===== src/rtl/nv_ram_pkg.sv =====
// Shared types for the masked two-port RAM with clear sequencer.
// Sequencer state encoding and lane-count helper.
package nv_ram_pkg;

  localparam logic ENC_INIT  = 1'b0;
  localparam logic ENC_READY = 1'b1;

  typedef enum logic [0:0] {
    ST_INIT  = ENC_INIT,
    ST_READY = ENC_READY
  } seq_st_e;

  function automatic int calc_nl(
    input int dw,
    input int lane
  );
    return dw / lane;
  endfunction

endpackage


===== src/rtl/nv_ram_init_seq.sv =====
// Clear sequencer: walks every entry once writing the init value,
// then idles in READY until a clear request restarts it.
module nv_ram_init_seq
  import nv_ram_pkg::*;
#(
  parameter int AW    = 8,
  parameter int DEPTH = 256
) (
  input  logic          clk,
  input  logic          rstn,
  input  logic          i_clr,
  output logic          o_init_we,
  output logic [AW-1:0] o_init_addr,
  output logic          o_init_busy
);

  seq_st_e       r_state;
  seq_st_e       w_state_nxt;
  logic [AW-1:0] r_cnt;
  logic [AW-1:0] w_cnt_nxt;
  logic          w_last;

  assign w_last = (r_cnt == AW'(DEPTH - 1));

  always_ff @(posedge clk or negedge rstn) begin
    if (!rstn) begin
      r_state <= ST_INIT;
      r_cnt   <= '0;
    end else begin
      r_state <= w_state_nxt;
      r_cnt   <= w_cnt_nxt;
    end
  end

  always_comb begin
    w_state_nxt = r_state;
    w_cnt_nxt   = r_cnt;
    unique case (r_state)
      ST_INIT: begin
        w_cnt_nxt = r_cnt + 1'b1;
        if (w_last) begin
          w_state_nxt = ST_READY;
          w_cnt_nxt   = '0;
        end
      end
      ST_READY: begin
        if (i_clr) begin
          w_state_nxt = ST_INIT;
          w_cnt_nxt   = '0;
        end
      end
      default: begin
        w_state_nxt = ST_INIT;
        w_cnt_nxt   = '0;
      end
    endcase
  end

  assign o_init_we   = (r_state == ST_INIT);
  assign o_init_busy = (r_state == ST_INIT);
  assign o_init_addr = r_cnt;

endmodule


===== src/rtl/nv_ram_rwsp_param.sv =====
// Masked 1R1W RAM with registered read, output register and
// self-clearing array; collision read is write-first when BYPASS=1.
module nv_ram_rwsp_param
  import nv_ram_pkg::*;
#(
  parameter int DW    = 16,
  parameter int DEPTH = 256,
  parameter int AW    = 8,
  parameter int LANE  = 8,
  parameter int BYPASS = 1,
  parameter logic [DW-1:0] INIT_VAL = '0,
  localparam int NL = calc_nl(DW, LANE)
) (
  input  logic          clk,
  input  logic          rstn,
  input  logic [AW-1:0] ra,
  input  logic          re,
  input  logic          ore,
  output logic [DW-1:0] dout,
  input  logic [AW-1:0] wa,
  input  logic          we,
  input  logic [NL-1:0] wmask,
  input  logic [DW-1:0] di,
  input  logic          clr,
  output logic          init_busy,
  output logic          err_acc,
  input  logic [31:0]   pwrbus_ram_pd
);

  localparam logic [AW:0] DEPTH_W = (AW + 1)'(DEPTH);

  logic [DW-1:0] r_mem [DEPTH];
  logic [DW-1:0] r_rd_q;
  logic [DW-1:0] r_dout;
  logic          r_err;

  logic          w_init_we;
  logic [AW-1:0] w_init_addr;
  logic          w_busy;
  logic          w_ra_ok;
  logic          w_wa_ok;
  logic          w_clr_go;
  logic [DW-1:0] w_rd_old;
  logic [DW-1:0] w_rd_nxt;
  logic          w_unused;

  assign w_unused = ^pwrbus_ram_pd;

  nv_ram_init_seq #(
    .AW    (AW),
    .DEPTH (DEPTH)
  ) u_init_seq (
    .clk         (clk),
    .rstn        (rstn),
    .i_clr       (clr),
    .o_init_we   (w_init_we),
    .o_init_addr (w_init_addr),
    .o_init_busy (w_busy)
  );

  assign w_ra_ok  = ({1'b0, ra} < DEPTH_W);
  assign w_wa_ok  = ({1'b0, wa} < DEPTH_W);
  assign w_clr_go = clr & ~w_busy;
  assign w_rd_old = w_ra_ok ? r_mem[ra] : INIT_VAL;

  always_comb begin
    w_rd_nxt = w_rd_old;
    if (BYPASS != 0 && we && w_wa_ok && wa == ra) begin
      for (int i = 0; i < NL; i++) begin
        if (wmask[i]) begin
          w_rd_nxt[i*LANE +: LANE] = di[i*LANE +: LANE];
        end
      end
    end
  end

  // Array has no reset; it is defined only by the clear walk.
  always_ff @(posedge clk) begin
    if (w_init_we) begin
      r_mem[w_init_addr] <= INIT_VAL;
    end else if (we && w_wa_ok) begin
      for (int i = 0; i < NL; i++) begin
        if (wmask[i]) begin
          r_mem[wa][i*LANE +: LANE] <= di[i*LANE +: LANE];
        end
      end
    end
  end

  always_ff @(posedge clk or negedge rstn) begin
    if (!rstn) begin
      r_rd_q <= '0;
      r_dout <= '0;
      r_err  <= 1'b0;
    end else begin
      if (re && !w_busy) begin
        r_rd_q <= w_rd_nxt;
      end
      if (ore) begin
        r_dout <= r_rd_q;
      end
      if (w_busy && (re || we)) begin
        r_err <= 1'b1;
      end else if (w_clr_go) begin
        r_err <= 1'b0;
      end
    end
  end

  assign dout      = r_dout;
  assign init_busy = w_busy;
  assign err_acc   = r_err;

endmodule


===== config.mk =====
export PLATFORM = sky130hd
export DESIGN_NAME = nv_ram_rwsp_param
export DESIGN_NICKNAME = d
export VERILOG_FILES = /design/src/rtl/nv_ram_pkg.sv /design/src/rtl/nv_ram_init_seq.sv /design/src/rtl/nv_ram_rwsp_param.sv
export SDC_FILE = /design/constraint.sdc
export NUM_CORES = 2
export LEC_CHECK = 0
export ABC_AREA = 1
export CAP_MARGIN = 25
export CORE_MARGIN = 2
export CORE_UTILIZATION = 30
export DETAILED_ROUTE_END_ITERATION = 12
export PLACE_DENSITY = 0.47
export SLEW_MARGIN = 20
export SYNTH_ARGS = -nofsm -noshare
export SYNTH_HDL_FRONTEND = slang
export SYNTH_SLANG_ARGS = --single-unit

===== constraint.sdc =====
create_clock -name clk -period 8.75 [get_ports clk]
set_input_delay 2.625 -clock clk [delete_from_list [all_inputs] [get_ports clk]]
set_output_delay 2.625 -clock clk [all_outputs]
set_load 0.01 [all_outputs]

---- Word-level counts from Yosys, hierarchy flattened ----
Memories as Yosys holds them, arrays and structs flattened.
Cells that the tools add are included.
word-level totals
  register bits ........................... 42
  bits in writable memories ............... 4096
  bits of input ports ..................... 72
  output and inout port bits .............. 18
  memories ................................ 1
cells by class
  add/sub/neg operators ................... 1
  eq/ne operators ......................... 3
  muxes and demuxes ....................... 23
  bitwise logic cells ..................... 2
  reductions and logical operators ........ 6
memory list
  memory  depth  bits a word  read ports  clocked after Yosys merged registers in  wr ports  RTL line                 text
  r_mem   256    16           1           0                                        1         nv_ram_rwsp_param.sv:32  logic [DW-1:0] r_mem [DEPTH];
operators by type and width
  cell                 count
  $mux 8               5
  $mux 16              2
  $pmux 8 s2           1
  $reduce_or 16->1     1
  $mux 1               13
  $add 8x1->8 const B  1
  $eq 8x8->1           1
  $eq 8x8->1 const B   1
  $logic_and 1x1->1    3
  $mux 2               1
  $ne 2x2->1 const B   1
  $pmux 1 s2           1
  $reduce_bool 2->1    1
  $and 1x1->1          1
  $logic_or 1x1->1     1
  $not 1->1            1

---- Depth between registers and ports, before layout ----
  depth in word-level cells ............... 6
  gate-level depth with buffers ........... 17

---- Hierarchy ----
Synthesis repeated with hierarchy kept, for this count alone.
unflattened totals
  cells, all modules ...................... 14406
  area, all modules ....................... 168770.6 um2
modules (own cells, without submodules)
  module             times used  cells an instance  area an instance (um2)
  nv_ram_rwsp_param  1           14341              168256.4
  nv_ram_init_seq    1           65                 514.2

---- Least setup slack after synthesis ----
No wires, ideal clock.
  kind .................................... input port to flip-flop
  start ................................... input wmask[1]
  end ..................................... memory r_mem[0][10], data pin
  library setup time ...................... 1.393 ns
  data arrival time ....................... 9.015 ns
  data required time ...................... 7.357 ns
  path slack .............................. -1.658 ns
  cell stages on the path ................. 4
  path buffers ............................ 2
  path through ............................ o211ai_4 -> buf_2 -> buf_1 -> nor2_1
on the way
  word-level cells in the longest chain between the ends .. 6
ends and longest elaborated chain
  what                               RTL line                 text
  start: declaration                 nv_ram_rwsp_param.sv:22  input logic [NL-1:0] wmask,
  $mux 1                             nv_ram_rwsp_param.sv:83  if (wmask[i]) begin
  $mux 1                             nv_ram_rwsp_param.sv:81  end else if (we && w_wa_ok) begin
  $mux 1                             nv_ram_rwsp_param.sv:79  if (w_init_we) begin
  $mux 1 (implied by the code)       nv_ram_rwsp_param.sv:84  r_mem[wa][i*LANE +: LANE] <= di[i*LANE +: LANE];
  $reduce_or 16->1 (no source line)  n/a
  $mux 16 (no source line)           n/a
  end: declaration                   nv_ram_rwsp_param.sv:32
No other way between the ends.

---- Worst setup path in the final report ----
  start ................................... input wmask[1]
  end ..................................... memory r_mem[63][3] (enable)
on the way
  word-level cells in the longest chain between the ends .. 6
  elaborated cells on any way between the ends .. 7
  classes of those cells .................. 6 x mux; 1 x reduce/logical
ends and longest elaborated chain
  what                                                      RTL line
  $mux 1 (*)                                                nv_ram_rwsp_param.sv:83
  $mux 1 (*)                                                nv_ram_rwsp_param.sv:81
  $mux 1 (*)                                                nv_ram_rwsp_param.sv:79
  $mux 1 (implied by the code) (*)                          nv_ram_rwsp_param.sv:84
  $reduce_or 16->1 (no source line) (*)                     n/a
  $mux 8 (no source line) / $mux 2 (equally long branches)  n/a
Mark *: on every way between the ends. The rest lies on a longest branch, timed or not.

==> impl_metrics.tcl <==
set metrics [dict create \
    rsz0062_at_grt "no" \
    htree_levels 5 \
    cts_sinks 4138 \
    grt_max_degree 163 \
    ioPinCount 90 \
    fmax_mhz 165 \
    nets 14200 \
    placed_area_um2 177000 \
    avgSynthCellArea_um2 11.7 \
    ant_nets 0 \
    clockBufferDepth 4 \
    clock-root-buffer "clkbuf_16" \
    netlist_area_um2 169000 \
    tritoncts "done" \
    required_ns 9.41 \
    route.detailed.drc 0 \
    drtIter0Drc 10500 \
    cp_cell_sequence "clkdlybuf4s50_1 -> o211ai_4 -> o21ai_1 -> inv_1 -> nand2_1 -> nor2_4 -> buf_4 -> nand2_1 -> nor2_1" \
    drtPass1Iterations 5 \
    worstSetupEndpointType "register" \
    synthCells 14400 \
    ys_seq_area_share_pct 73.6 \
    crit_slowest_cell "nor2_4" \
    critPathKind "input port to register" \
    die-area_um2 568000 \
    worst_setup_path_start_kind "input port" \
    cp_common_cell "nand2_1" \
    final_max_slew_viol_count 0 \
    status "complete, no violations" \
    cp_max_fo 17 \
    clk_pin_slew_ns 0.06 \
    setup_slack_ns 2.69 \
    totalWireLength_mm 521 \
    power_w 0.0441 \
    grt_overflow 0 \
    tightest_slew_ns 1.24 \
    die_h_um 754 \
    via_count 108000 \
    antenna_found_initial 19 \
    switchingPower_w 0.0109 \
    p_clk_share_pct 41.4 \
    cts_hold_buf 0 \
    drive_above_1_share_pct 6.44 \
    hp-class "register to register" \
    cts_resized 0 \
    yosys_warnings 0 \
    clk-insertion-delay-late_ns 1.04 \
    place_hpwl_mm 303 \
    worstPathArrival_ns 6.72 \
    mostFrequentLayoutCell "nand2_1" \
    seqPwrFrac_pct 50.2 \
    port_buffers 57 \
    final_cell_mix "4500 x nand2_1, 4096 x edfxtp_1, 4069 x nand3_1, 522 x nor2_1, 450 x clkbuf_16" \
    ys_seq_elements 4138 \
    final-setup-viol-count 0 \
    p_sw_share_pct 24.8 \
    leakage_nw 67.4 \
    die_width_um 754 \
    post_drt_wl_per_cell_um 23.6 \
    peakVddDrop_mv 0.172 \
    fin_area_um2 191000 \
    ys_types 32 \
    grt_pass1_wl_mm 748 \
    slew_headroom_pct 17.4 \
    rows 275 \
    track_usage_pct 17.7 \
    pre_cts_slack_ns 1.59 \
    p_per_area_nw_per_um2 230 \
    max_stage_delay_ns 0.79 \
    post-route-period-util_pct 69.2 \
    grt_pass1_vias 103000 \
    initial_core_util_pct 30.1 \
    clock_skew_ns 0.0483 \
    final_util_pct 34.2 \
    post_cts_buffers 0 \
    cts_inserted_buffers 444 \
    tns_ns 0 \
    finalCriticalPeriod_ns 6.06 \
    rrSetupSlack_ns 4.63 \
    core-area_um2 561000 \
    p_comb_share_pct 8.4 \
    syn-num-nets 14500 \
    cap_violations 0 \
    power.internal_w 0.0331 \
    hold_viol 0 \
    gp_congestion 0.876 \
    vias_per_cell 4.91 \
    synthToLayoutAreaGrowth_pct 13.6 \
]
[power groups by stage]
stage	Clock, W	Sequential (W)	Combinational (W)
CTS	0.0186	0.0221	0.00373
floorplan	0	0.0226	0.00188
global route	0.0193	0.0221	0.00396
global placement	0	0.0225	0.00372
detailed placement	0	0.0225	0.00372
finish	0.0182	0.0221	0.00372
[state kept, by name, indices dropped and copies added, names as in the netlist]
| name | flops |
|---|---|
| u_init_seq.r_state | 1 |
| err_acc | 1 |
| dout | 16 |
| u_init_seq.o_init_addr | 8 |
| r_mem | 4096 |
| r_rd_q | 16 |
[metrics by stage]
stage / hold WS [ns] / cells
2_1_floorplan: 0.443 / 14400
3_3_place_gp: 0.467 / 21200
3_5_place_dp: 0.467 / 21200
4_1_cts: 0.481 / 22000
5_1_grt: 0.515 / 22000
6_report: 0.478 / 22000
[critical path, delay by kind of cell]
family                 cells  cell delay [ns]
AO/OA/AOI/OAI              2             0.80
buffers and inverters      3             1.26
AND/OR/NAND/NOR            4             1.97
[routing by layer]
| metal | share of wire, % | track usage, % | up-vias |
|---|---|---|---|
| li1 | - | - | 50600 |
| met5 | 0.051 | 0.295 | - |
| met3 | 6.3 | 3.23 | 673 |
| met2 | 46 | 27.7 | 3024 |
| met1 | 44 | 24.4 | 53700 |
| met4 | 4.0 | 6.75 | 6 |
[synthesized netlist by cell type, drive strengths merged]
cell type / n / area share (%)
clkbuf: 464 / 1.0
buf: 536 / 1.5
a211oi: 1 / 0.0045
o21ai: 16 / 0.063
dfrtp: 42 / 0.62
ha: 1 / 0.0074
nand4: 2 / 0.0074
nand2: 4503 / 10
clkinv: 2 / 0.0045
o32ai: 1 / 0.0052
edfxtp: 4096 / 73
nand3: 4069 / 12
o211ai: 1 / 0.013
mux2: 16 / 0.11
xnor2: 2 / 0.010
inv: 70 / 0.16
xor2: 2 / 0.010
a21oi: 5 / 0.015
o22ai: 4 / 0.015
or2: 2 / 0.0074
a31oi: 1 / 0.0037
nor3: 4 / 0.012
a2111oi: 1 / 0.0089
nor2: 573 / 1.3
o2111ai: 1 / 0.0052
[final timing paths]
| check | start | cells after the start | endpoint |
|---|---|---|---|
| setup / recovery | wmask[1] | 9 | r_mem[63][3]$_DFFE_PP_ |
| hold / removal | r_rd_q[5]$_DFFE_PN0P_ | 2 | r_rd_q[5]$_DFFE_PN0P_ |
| setup reg to reg | u_init_seq.r_state$_DFF_PN0_ | 9 | r_mem[63][3]$_DFFE_PP_ |
| hold reg to reg | r_rd_q[5]$_DFFE_PN0P_ | 2 | r_rd_q[5]$_DFFE_PN0P_ |
| max in group asynchronous | rstn | 2 | u_init_seq.o_init_addr[0]$_DFFE_PN0P_ |
| min in group asynchronous | rstn | 1 | dout[12]$_DFFE_PN0P_ |
[cell families after synthesis]
family,synth area share (%)
DFF,73.6
buffers and inverters,2.71
AOI/OAI and AO/OA,0.133
xor gates and xnor gates,0.0208
and+or+nand+nor,23.5
adders and majority gates,0.00742
muxes,0.107
[cell type report]
class / instances / area, um^2
timing repair buffer: 305 / 3660
fill: 55400 / 369000
inverter: 72 / 307
tap: 7479 / 9360
antenna: 14 / 35.0
clock buffer: 572 / 11800
multi-input combinational: 9205 / 40200
clock inverter: 233 / 2000
sequential: 4138 / 124000
Power figures use the tool's default switching activity.
